==> src/rtl/timer_pkg.sv <==
// Shared constants for the interval timer: register word indices and CTRL bits.
// Firmware headers carry the same values.
package timer_pkg;

    localparam logic [2:0] TIMER_CTRL     = 3'd0;
    localparam logic [2:0] TIMER_PRESCALE = 3'd1;
    localparam logic [2:0] TIMER_COUNT    = 3'd2;
    localparam logic [2:0] TIMER_COMPARE  = 3'd3;
    localparam logic [2:0] TIMER_STATUS   = 3'd4;

    localparam int CTRL_EN       = 0;
    localparam int CTRL_PERIODIC = 1;
    localparam int CTRL_IE       = 2;

    localparam logic [31:0] COMPARE_RST = 32'hFFFF_FFFF;

    // Expand the four byte strobes into a 32-bit bit mask.
    function automatic logic [31:0] byte_mask(input logic [3:0] we);
        return {{8{we[3]}}, {8{we[2]}}, {8{we[1]}}, {8{we[0]}}};
    endfunction

endpackage

==> src/rtl/timer_prescaler.sv <==
// Prescaler: counts enabled cycles and emits a one-cycle tick every
// prescale+1 cycles. The counter holds while disabled.
module timer_prescaler #(
    parameter int PRESCALE_WIDTH = 16
) (
    input  logic                      clk,
    input  logic                      rst,
    input  logic                      en,
    input  logic                      clear,
    input  logic [PRESCALE_WIDTH-1:0] prescale,
    output logic                      tick
);

    logic [PRESCALE_WIDTH-1:0] r_pcnt;
    logic                      w_wrap;

    assign w_wrap = (r_pcnt == prescale);
    assign tick   = en & ~rst & w_wrap;

    // Advance the cycle counter, restarting on wrap or on a clear request.
    always_ff @(posedge clk) begin
        if (rst) begin
            r_pcnt <= '0;
        end else if (clear) begin
            r_pcnt <= '0;
        end else if (en) begin
            if (w_wrap) r_pcnt <= '0;
            else        r_pcnt <= r_pcnt + 1'b1;
        end
    end

endmodule

==> src/rtl/timer.sv <==
// Memory-mapped interval timer with periodic and one-shot modes and a
// level interrupt (PEND & IE). Read data is combinational on reg_addr.
module timer
    import timer_pkg::*;
#(
    parameter int PRESCALE_WIDTH = 16
) (
    input  logic        clk,
    input  logic        rst,
    input  logic [3:0]  reg_we,
    input  logic [2:0]  reg_addr,
    input  logic [31:0] reg_data,
    output logic [31:0] reg_q,
    output logic        irq
);

    logic [2:0]                r_ctrl;
    logic [PRESCALE_WIDTH-1:0] r_prescale;
    logic [31:0]               r_count;
    logic [31:0]               r_compare;
    logic                      r_pend;

    logic [31:0] w_mask;
    logic        w_wr_any;
    logic        w_ctrl_wr;
    logic        w_pre_wr;
    logic        w_count_wr;
    logic        w_cmp_wr;
    logic        w_w1c;
    logic [2:0]  w_ctrl_new;
    logic        w_pcnt_clear;
    logic        w_tick;
    logic        w_match;

    assign w_mask     = byte_mask(reg_we);
    assign w_wr_any   = |reg_we;
    assign w_ctrl_wr  = w_wr_any && (reg_addr == TIMER_CTRL);
    assign w_pre_wr   = w_wr_any && (reg_addr == TIMER_PRESCALE);
    assign w_count_wr = w_wr_any && (reg_addr == TIMER_COUNT);
    assign w_cmp_wr   = w_wr_any && (reg_addr == TIMER_COMPARE);
    assign w_w1c      = reg_we[0] && (reg_addr == TIMER_STATUS) && reg_data[0];

    // Only byte lane 0 carries the implemented CTRL bits.
    assign w_ctrl_new   = reg_we[0] ? reg_data[2:0] : r_ctrl;
    // Restart the prescaler on a fresh enable or any prescale change.
    assign w_pcnt_clear = w_pre_wr ||
                          (w_ctrl_wr && !r_ctrl[CTRL_EN] && w_ctrl_new[CTRL_EN]);

    assign w_match = w_tick && (r_count == r_compare);
    assign irq     = r_pend & r_ctrl[CTRL_IE];

    timer_prescaler #(
        .PRESCALE_WIDTH(PRESCALE_WIDTH)
    ) u_prescaler (
        .clk      (clk),
        .rst      (rst),
        .en       (r_ctrl[CTRL_EN]),
        .clear    (w_pcnt_clear),
        .prescale (r_prescale),
        .tick     (w_tick)
    );

    // CTRL: CPU write wins; otherwise a one-shot match drops EN.
    always_ff @(posedge clk) begin
        if (rst) begin
            r_ctrl <= '0;
        end else if (w_ctrl_wr) begin
            r_ctrl <= w_ctrl_new;
        end else if (w_match && !r_ctrl[CTRL_PERIODIC]) begin
            r_ctrl[CTRL_EN] <= 1'b0;
        end
    end

    // PRESCALE and COMPARE: plain byte-lane writable registers.
    always_ff @(posedge clk) begin
        if (rst) begin
            r_prescale <= '0;
            r_compare  <= COMPARE_RST;
        end else begin
            if (w_pre_wr)
                r_prescale <= (r_prescale & ~w_mask[PRESCALE_WIDTH-1:0]) |
                              (reg_data[PRESCALE_WIDTH-1:0] & w_mask[PRESCALE_WIDTH-1:0]);
            if (w_cmp_wr)
                r_compare <= (r_compare & ~w_mask) | (reg_data & w_mask);
        end
    end

    // COUNT: CPU write overrides the tick update; match restarts from zero.
    always_ff @(posedge clk) begin
        if (rst) begin
            r_count <= '0;
        end else if (w_count_wr) begin
            r_count <= (r_count & ~w_mask) | (reg_data & w_mask);
        end else if (w_tick) begin
            r_count <= w_match ? 32'd0 : r_count + 32'd1;
        end
    end

    // PEND: set on match, which beats a simultaneous write-1-to-clear.
    always_ff @(posedge clk) begin
        if (rst) begin
            r_pend <= 1'b0;
        end else if (w_match) begin
            r_pend <= 1'b1;
        end else if (w_w1c) begin
            r_pend <= 1'b0;
        end
    end

    // Combinational read mux; unused indices read zero.
    always_comb begin
        reg_q = 32'd0;
        case (reg_addr)
            TIMER_CTRL:     reg_q = {29'd0, r_ctrl};
            TIMER_PRESCALE: reg_q = 32'(r_prescale);
            TIMER_COUNT:    reg_q = r_count;
            TIMER_COMPARE:  reg_q = r_compare;
            TIMER_STATUS:   reg_q = {31'd0, r_pend};
            default:        reg_q = 32'd0;
        endcase
    end

endmodule

==> config.mk <==
export PLATFORM = sky130hd
export DESIGN_NAME = timer
export DESIGN_NICKNAME = d
export VERILOG_FILES = /design/src/rtl/timer_pkg.sv /design/src/rtl/timer_prescaler.sv /design/src/rtl/timer.sv
export SDC_FILE = /design/constraint.sdc
export NUM_CORES = 1
export LEC_CHECK = 0
export CORE_MARGIN = 3
export CORE_UTILIZATION = 57
export DETAILED_ROUTE_END_ITERATION = 8
export PLACE_DENSITY = 0.89
export SETUP_SLACK_MARGIN = 0.5
export SYNTH_ARGS = -nofsm -noshare
export SYNTH_HDL_FRONTEND = slang
export SYNTH_SLANG_ARGS = --single-unit
==> constraint.sdc <==
create_clock -name clk -period 3.2 [get_ports clk]
set_input_delay 0.48 -clock clk [delete_from_list [all_inputs] [get_ports clk]]
set_output_delay 0.48 -clock clk [all_outputs]
set_load 0.02 [all_outputs]
==> results of run 1 <==
[worst max-delay path by stage]
stage | slack, ns | cells past startpoint | end
finish | 0.55 | 7 | reg_q[8]
global route | 0.50 | 7 | reg_q[7]
CTS | 0.30 | 6 | reg_q[28]
detailed placement | 0.12 | 8 | flop
global placement | 0.22 | 8 | flop
floorplan | 0.79 | 8 | flop
[final cells by class]
type	count	area, um^2
Tap cell	136	170.2
Inverter	11	41.29
Fill cell	836	3158
Clock buffer	11	151.4
Multi-Input combinational cell	590	3835
Sequential cell	100	2002
Clock inverter	5	83.83
Timing Repair Buffer	104	974.7
[stage by stage]
step | area, um^2 | worst slack [ns] | utilization (%) | std cells | power, uW
floorplan | 6186 | 0.7920 | - | 771 | 1716
global placement | 7003 | 0.2168 | 67.23 | 936 | 1904
detailed placement | 7003 | 0.1246 | 67.23 | 936 | 1917
CTS | 7199 | 0.2992 | 69.12 | 952 | 2839
global route | 7258 | 0.5012 | 69.68 | 957 | 2953
finish | 7258 | 0.5484 | 69.68 | 957 | 2861
[cell usage in the layout, fill, tap and decap left out, types with 3 or more instances in the layout]
cell type        count
dfxtp_1            100
nand2_1             91
nor2_1              57
xnor2_1             56
and3_1              51
nand4_1             45
clkdlybuf4s50_1     39
a22oi_1             33
a211o_1             32
nand3_1             28
a21oi_1             28
dlygate4sd2_1       27
buf_4               27
a31oi_1             20
a22o_1              16
nor3_1              14
mux2_2              13
inv_1               11
clkbuf_8            11
o21ai_0             10
xor2_1               9
o211ai_1             6
and2_1               5
nor4_1               5
nor2b_1              4
a21boi_0             4
or3_1                4
a221oi_1             4
o211a_1              4
buf_12               4
mux4_2               3
and2_0               3
or2_2                3
o22ai_1              3
clkdlybuf4s15_1      3
[power groups by stage]
| stage | logic (uW) | registers (uW) | clock network [uW] |
|---|---|---|---|
| final | 508 | 1400 | 956 |
| after global routing | 544 | 1400 | 1010 |
| after CTS | 486 | 1390 | 962 |
| after detailed placement | 497 | 1420 | 0 |
| after global placement | 488 | 1420 | 0 |
| after floorplan | 360 | 1360 | 0 |
[worst max-delay path, stage by stage]
cell	delay, ns
clkdlybuf4s50_1	0.52
buf_12	0.19
nor2b_1	0.14
buf_4	0.20
a22oi_1	0.13
nor2_1	0.17
clkdlybuf4s15_1	0.33
[metal layers]
layer  vias up  track usage [%]  routed length, um
met5         -                0                  0
met4         0            15.04                639
met3        65            5.533               1907
met2       417            49.74               8825
met1      3066            44.33               7881
li1       2917                -                  -
[kinds of logic (layout without fill, tap and decap cells)]
kind of cell               count (synthesis)  count (layout)
adders and majority gates                  2               2
muxes                                     17              17
AOI/OAI and AO/OA                        179             179
buffers and inverters                     81             131
and+or+nand+nor                          327             327
xor gates and xnor gates                  65              65
DFF                                      100             100
[timing repair]
item,in CTS,in global routing
buffers inserted,0,5
resized for setup,31,8
endpoints found under the hold margin,0,0
setup endpoints to repair,32,41
pin swaps,0,3
==> metrics, run 1 <==
status=finished, final reports clean; Mapped Cells=771; top-count cell post-synth=dfxtp_1; Hold Path Class=flop to flop; Sw Pwr=834.9 uW; worst skew pair latency=0.39 ns; GPL Wtd Cong=0.9625; total number of vias=6465; static leakage=0.002709 uW; Post-synth EDFFs=0; Crit Path Max Fanout=22; # setup viols final=0; antenna violations before repair=0; post-DP HPWL=13530 um; Power Dens Cells=394.1 nW/um^2; Synth-to-Final Area Change=17.33%; drt pass-1 iters=5; initial DRC count=971; layout cell share with drive strength beyond 1=9.744%; reg-to-reg setup timing slack=0.69 ns; DR vias/cell=6.755; vias in the first global route=6074; Num CTS Buffers=9; worst vdd rail ir drop=0.2421 mV; n_diodes=0; core area=10420 um^2; Hold Path Stages=2; Netlist Area Pre-Place=6186 um^2; Tmin final=2.652 ns; largest net degree at the start of global routing=59; Die W=110.2 um; DRC=0; xor-xnor portion of the synthesized cell area=9.203%; Total Neg Setup Slack=0 ns; clock sinks=100; Achievable Freq=377.1 MHz; Critical Path RT=2.72 ns; worst setup path startpoint=reg_addr[1]; main combinational cell family by area after synthesis=simple AND/OR/NAND/NOR gates; Net Sw Frac=29.19%; Die ar.=12140 um^2; sequential area share after synthesis=32.36%; sequential group share of total power=48.8%; mux cell area share after synthesis=3.621%; PortBufs=73; Fin Clk Skew=0.01043 ns; first-pass GRT wire length=30990 um; most common flop cell mapped by yosys=dfxtp_1; worst-case clock buffer depth=2; Top-Level Pins=74; Clock power frac=33.4%; Slew Limit Fails=0; gr usage total=32.38%; logic gate share of total power=17.8%; chip height=110.2 um; synth warn=0; worst r2r path cells=7; critical path class=input port to output port; period utilization=82.86%; #FFs+latches synth=100; WL/cell=20.12 um; clock root cell=clkbuf_8; CP Capture Type=output port; fraction of registers with async set/reset=0%; top post-synthesis cells by count=dfxtp_1, nand2_1, nor2_1, xnor2_1, and3_1; Hold Slack=0.5013 ns; grt total ovfl=0; H-tree Lvls=3; Distinct cells, synth=63; compound-cell area share of the yosys netlist=21.50%; area leader, netlist=dfxtp_1; Rel. slew slack=50.84%; cts hold-fix bufs=0; internal power=2026 uW; synth top area cells=dfxtp_1, xnor2_1, nand2_1, and3_1, nand4_1; Rows=37; fin nets=859; Synth top area share=32.36%; Syn Nets=814; final WL=19250 um; Post-Synth Simple-Gate Area=27.12%; Initial Util=59.39%; crit path DAT=2.17 ns; Worst-path clk slew=0.10 ns; Synth Area in Adders=0.4045%; Routed Antenna Nets=0; Max-Cap Viols=0; Critical Path Source Type=input port; Hold Vio Cnt, Final=0; CTS tree=yes; Worst-Margin Slew=0.7307 ns; Synth Area per Inst=8.023 um^2; RSZ-0062 raised after global routing=no
Power figures use the tool's default switching activity.
==> inputs of run 2 (changes only) <==
--- a/config.mk
+++ b/config.mk
@@ -6,9 +6,9 @@
 export NUM_CORES = 1
 export LEC_CHECK = 0
 export CORE_MARGIN = 3
-export CORE_UTILIZATION = 57
+export CORE_UTILIZATION = 51
 export DETAILED_ROUTE_END_ITERATION = 8
-export PLACE_DENSITY = 0.89
+export PLACE_DENSITY = 0.85
 export SETUP_SLACK_MARGIN = 0.5
 export SYNTH_ARGS = -nofsm -noshare
 export SYNTH_HDL_FRONTEND = slang
==> constraint.sdc (replaced) <==
create_clock -name clk -period 2.4 [get_ports clk]
set_input_delay 0.36 -clock clk [delete_from_list [all_inputs] [get_ports clk]]
set_output_delay 0.36 -clock clk [all_outputs]
set_load 0.02 [all_outputs]
==> run 2 against run 1 <==
Die area is 11% higher. Critical path type is now flop to flop. Sequential share of layout area is 2.8 points lower. Non-clock buffer count is 56 higher. Combinational power is 69% higher.
==> metrics, run 2 (synthesis results as in run 1) <==
status=finished, final reports clean; Max-Cap Viols=0 (unchanged); Slew Limit Fails=0 (unchanged); met3 usage=5.751% (+0.22 points); Synth-to-Final Area Change=35.09%; Sw Pwr=1263 uW (+51%); GPL Wtd Cong=0.9672 (+0.49%); Critical Path RT=2.67 ns (-0.05 ns); fin nets=915 (+6.5%); antenna violations before repair=0 (unchanged); Die W=116.1 um (+5.4%); Worst-Margin Slew=0.6541 ns (-0.07652 ns); Power Dens Cells=511.0 nW/um^2 (+30%); Worst-path clk slew=0.07 ns (-0.03 ns); CP Capture Type=flop; multi-input combinational cell area=4240 um^2 (+11%); worst skew pair latency=0.36 ns (-0.03 ns); DRC=0 (unchanged); Initial Util=53.26% (-6.1 points); PortBufs=73 (unchanged); Die ar.=13490 um^2 (+11%); Reg area=2067 um^2 (+3.2%); Hold Vio Cnt, Final=0 (unchanged); n_diodes=0 (unchanged); Achievable Freq=426.3 MHz; post-DP HPWL=14350 um (+6.0%); logic gate share of total power=20.1% (+2.3 points); RSZ-0062 raised after global routing=yes; CTS tree=yes; fillers=801 (-4.2%); Rel. slew slack=55.99% (+5.1 points); clock root cell=clkbuf_16; critical path class=flop to flop; Top-Level Pins=74 (unchanged); initial DRC count=959 (-1.2%); sequential group share of total power=43.5% (-5.3 points); period utilization=97.74%; worst vdd rail ir drop=0.3991 mV (+65%); # setup viols final=0 (unchanged); Fin Clk Skew=0.007805 ns (-0.002629 ns); Rows=39 (+5.4%); first-pass GRT wire length=34030 um (+9.8%); commonest non-fill, non-tap cells in the layout=nand2_1, buf_4, dfxtp_1; DR vias/cell=6.817 (+0.91%); vias in the first global route=6522 (+7.4%); core area=11610 um^2 (+11%); met2 Resource Use GR=50.48% (+0.74 points); static leakage=0.003135 uW (+16%); Tmin final=2.346 ns; GRT busiest layer=met2; Hold Path Class=flop to flop; largest net degree at the start of global routing=47 (-20%); final WL=22660 um (+18%); Routed Antenna Nets=0 (unchanged); met1 GRT Util=42.31% (-2.0 points); Total Neg Setup Slack=0 ns (unchanged); commonest non-fill, non-tap cell in the layout=nand2_1; Critical Path Source Type=flop; drt pass-1 iters=6 (+1); Net Sw Frac=29.58% (+0.40 points); Power Total=4270 uW (+49%); gr usage total=32.10% (-0.28 points); cts hold-fix bufs=0 (unchanged); Crit Path Max Fanout=7 (-68%); clock sinks=100 (unchanged); layout cell share with drive strength beyond 1=32.61% (+23 points); chip height=116.1 um (+5.4%); grt total ovfl=0 (unchanged); worst-case clock buffer depth=2 (unchanged); internal power=3007 uW (+48%); crit path DAT=2.62 ns (+0.45 ns); WL/cell=22.22 um (+10%); H-tree Lvls=3 (unchanged); Clock power frac=36.4% (+3.0 points); total number of vias=6953 (+7.5%); Num CTS Buffers=9 (unchanged)
==> run 2: cell types whose count changed in the layout (fill, tap and decap cells not counted), sizes merged <==
cell / before / now
buf: 32 / 121
bufbuf: 0 / 1
bufinv: 2 / 1
clkbuf: 12 / 14
clkdlybuf4s15: 3 / 2
clkdlybuf4s50: 39 / 33
clkinv: 1 / 0
clkinvlp: 2 / 1
dlygate4sd2: 27 / 0
dlymetal6s2s: 2 / 0
inv: 11 / 14
==> run 2: area by class of cell <==
type	count	area share, %
Sequential cell	100	24.73
Clock buffer	11	2.905
Clock inverter	5	0.7935
Multi-Input combinational cell	590	50.74
Tap cell	143	2.141
Inverter	11	0.4941
Timing Repair Buffer	160	18.19
==> run 2: worst max-delay path, stage by stage (launching register included) <==
cell	delay, ns
dfxtp_1	0.54
nand3_1	0.19
nor4_1	0.62
nand3_1	0.25
nor3_1	0.24
nand4_1	0.18
a31oi_1	0.23
==> run 2: repair_timing <==
action,in CTS,in global routing
cloned,5,2
endpoints found under the setup margin,109,75
resized for setup,260,49
setup buffers,14,9
pin swaps,40,27
hold endpoints to repair,0,0
==> run 2: layer usage <==
| layer | up-vias | part of all wire [%] |
|---|---|---|
| met5 | - | 0 |
| met1 | 3232 | 38 |
| met2 | 565 | 47 |
| met4 | 0 | 5.3 |
| met3 | 119 | 11 |
| li1 | 3037 | - |
==> run 2: path summary, 6_finish.rpt <==
kind | end | slack (ns) | cells past startpoint
worst max-delay path | flop | 0.05 | 6
worst min-delay path | flop | 0.49 | 2
worst max register to register | flop | 0.05 | 6
worst min register to register | flop | 0.49 | 2
==> run 2: through the flow <==
| stage | util, % | setup slack, ns | hold slack, ns | cells | cell area (um^2) |
|---|---|---|---|---|---|
| finish | 71.96 | 0.05433 | 0.4875 | 1020 | 8357 |
| floorplan | - | 0.1613 | 0.4418 | 771 | 6279 |
| global route | 71.96 | 0.02024 | 0.5051 | 1020 | 8357 |
| global placement | 63.18 | -0.4322 | 0.4567 | 974 | 7337 |
| CTS | 69.38 | 0.2746 | 0.4794 | 1009 | 8058 |
| detailed placement | 63.18 | -0.5027 | 0.4747 | 974 | 7337 |
==> run 2: power by group through the flow <==
stage	combinational, uW	clock (uW)	sequential (uW)
2_1_floorplan	492	0	1810
3_3_place_gp	719	0	1870
3_5_place_dp	739	0	1880
4_1_cts	799	1550	1840
5_1_grt	901	1620	1860
6_report	859	1550	1860
==> inputs of run 3 (changes only) <==
--- a/config.mk
+++ b/config.mk
@@ -5,8 +5,9 @@
 export SDC_FILE = /design/constraint.sdc
 export NUM_CORES = 1
 export LEC_CHECK = 0
+export ABC_AREA = 1
 export CORE_MARGIN = 3
-export CORE_UTILIZATION = 51
+export CORE_UTILIZATION = 52
 export DETAILED_ROUTE_END_ITERATION = 8
 export PLACE_DENSITY = 0.85
 export SETUP_SLACK_MARGIN = 0.5
==> run 3 against run 2 <==
Worst setup slack better by 0.45 ns. Wire length shrank 4.1%. Register-to-register slack improved by 0.45 ns. Synthesized cell count rose by 44%. Clock power is essentially flat. Flip-flop and latch count stayed put. Combinational power down 21%.
==> metrics, run 3 <==
#FFs+latches synth=100 (unchanged); n_diodes=0 (unchanged); gr usage total=29.45% (-2.7 points); Achievable Freq=528.7 MHz (+24%); Hold Slack=0.4969 ns (+0.009387 ns); layout cell share with drive strength beyond 1=16.33% (-16 points); static leakage=0.003745 uW (+19%); cts hold-fix bufs=0 (unchanged); sequential area share after synthesis=29.85% (-2.5 points); top-count cell post-synth=nand2_1; fraction of registers with async set/reset=0% (unchanged); Synth-to-Final Area Change=24.57%; commonest non-fill, non-tap cells in the layout=nand2_1, nor2_1, inv_1; Post-synth EDFFs=0 (unchanged); Die W=119.6 um (+3.0%); chip height=119.6 um (+3.0%); Hold Path Class=flop to flop; top post-synthesis cells by count=nand2_1, nor2_1, inv_1, dfxtp_1, nand3_1; vias in the first global route=7119 (+9.2%); Placed Cells=1345 (+38%); crit path DAT=2.14 ns (-0.48 ns); DRC=0 (unchanged); post-route insts no fill=1374 (+35%); GPL Wtd Cong=0.9658 (-0.14%); Fin Clk Skew=0.008928 ns (+0.001124 ns); Top-Level Pins=74 (unchanged); H-tree Lvls=3 (unchanged); total number of vias=7673 (+10%); clock sinks=100 (unchanged); status=finished, final reports clean; period utilization=78.81% (-19 points); Routed Antenna Nets=0 (unchanged); final WL=21730 um (-4.1%); DR vias/cell=5.584 (-18%); Initial Util=54.47% (+1.2 points); Critical Path Source Type=flop; grt total ovfl=0 (unchanged); synth top area cells=dfxtp_1, nand2_1, nor2_1, nand3_1, inv_1; area post-placement=7755 um^2 (+5.7%); post-route cell area=8354 um^2 (about the same); fin nets=1244 (+36%); Worst-Margin Slew=0.4735 ns (-0.1807 ns); Hold Path Stages=2 (unchanged); area leader, netlist=dfxtp_1; worst-case clock buffer depth=2 (unchanged); Mapped Cells=1113 (+44%); antenna violations before repair=0 (unchanged); Num CTS Buffers=9 (unchanged); Crit Path Max Fanout=17 (+10); critical path class=flop to flop; final core occ=67.86% (-4.1 points); initial DRC count=809 (-16%); Worst-path clk slew=0.08 ns (about the same); commonest non-fill, non-tap cell in the layout=nand2_1; post-DP HPWL=14690 um (+2.4%); WL/cell=15.81 um (-29%); first-pass GRT wire length=34660 um (+1.8%); worst vdd rail ir drop=0.3487 mV (-13%); Tmin final=1.892 ns (-0.4542 ns); Synth top area share=29.85% (-2.5 points); worst r2r path cells=12 (+6); Max-Cap Viols=0 (unchanged); Netlist Area Pre-Place=6706 um^2 (+8.4%); most common flop cell mapped by yosys=dfxtp_1; PortBufs=73 (unchanged); CP Capture Type=flop; largest net degree at the start of global routing=64 (+36%); Critical Path RT=2.65 ns (-0.02 ns); CTS tree=yes; Hold Vio Cnt, Final=0 (unchanged); RSZ-0062 raised after global routing=yes; Power Dens Cells=480.5 nW/um^2 (-6.0%); drt pass-1 iters=6 (unchanged); core area=12310 um^2 (+6.0%); # setup viols final=0 (unchanged); Slew Limit Fails=0 (unchanged); Distinct cells, synth=42 (-33%); Synth Area per Inst=6.026 um^2 (-25%); synth warn=0 (unchanged); Die ar.=14300 um^2 (+6.0%); clock root cell=clkbuf_16; Rows=40 (+2.6%); Rel. slew slack=68.32% (+12 points); Syn Nets=1156 (+42%); worst skew pair latency=0.36 ns (about the same)
## run 3: cell types whose count changed after synthesis, moves of 20 or more
cell / before / now
nor2_1: 57 / 145
nand4_1: 45 / 3
xor2_1: 9 / 29
nand3_1: 28 / 86
inv_1: 11 / 113
a22oi_1: 33 / 4
nand2_1: 91 / 349
a21oi_1: 29 / 79
o21ai_0: 10 / 51
xnor2_1: 56 / 0
clkbuf_1: 49 / 18
a211o_1: 32 / 0
and3_1: 51 / 0
## run 3: area by class of cell
cell class                      count  area (um^2)
Multi-Input combinational cell    844         4224
Fill cell                        1055         3958
Sequential cell                   100         2018
Timing Repair Buffer              115         1091
Inverter                          131        500.5
Clock buffer                       10        239.0
Tap cell                          168        210.2
Clock inverter                      6        71.32
## run 3: per-stage QoR
step                power, uW  TNS [ns]  setup slack (ns)
detailed placement       2433    -7.639           -0.3358
global placement         2422    -6.787           -0.2574
floorplan                2162         0            0.5563
finish                   4014         0            0.5085
CTS                      3965         0            0.4899
global route             4139         0            0.4523
## run 3: worst max-delay path, stage by stage, from the launching register on
cell and delay [ns]:
dfxtp_1 0.43, inv_1 0.16, nand2_1 0.08, nand2_1 0.05
nor2_1 0.08, nand2_1 0.07, nor2_2 0.21, nand2_1 0.14
nor2_4 0.13, buf_12 0.14, nand2_8 0.12, nand3_1 0.10
a21oi_1 0.07
## run 3: kinds of logic after synthesis
kind of cell    synth area share, %
compound gates                14.18
xor+xnor                      3.787
fa+ha+maj                    0.3731
buf+inv                       10.62
flops                         29.85
simple gates                  41.19
## run 3: where the power goes
part	internal [uW]	switching (uW)	total (uW)
registers	1710	54.8	1760
clock network	850	722	1570
logic	269	409	678
total	2830	1190	4010
## run 3: worst paths after layout
path	slack [ns]	endpoint	start
min	0.50	flop	flop
max	0.51	flop	flop
min reg2reg	0.50	flop	flop
max reg2reg	0.51	flop	flop
## run 3: what timing repair did
item                       in CTS  in global routing
buffers inserted                5                  6
gates resized for setup       207                 55
pin swaps                       4                  6
gates cloned                    2                  0
setup endpoints to repair      65                 71
## run 3: per-layer routing
metal,track usage (%),up-vias,part of all wire [%]
met1,38.33,3431,42
met5,0,-,0
met4,10.09,0,2.9
met2,48.94,428,46
li1,-,3734,-
met3,5.749,80,8.7
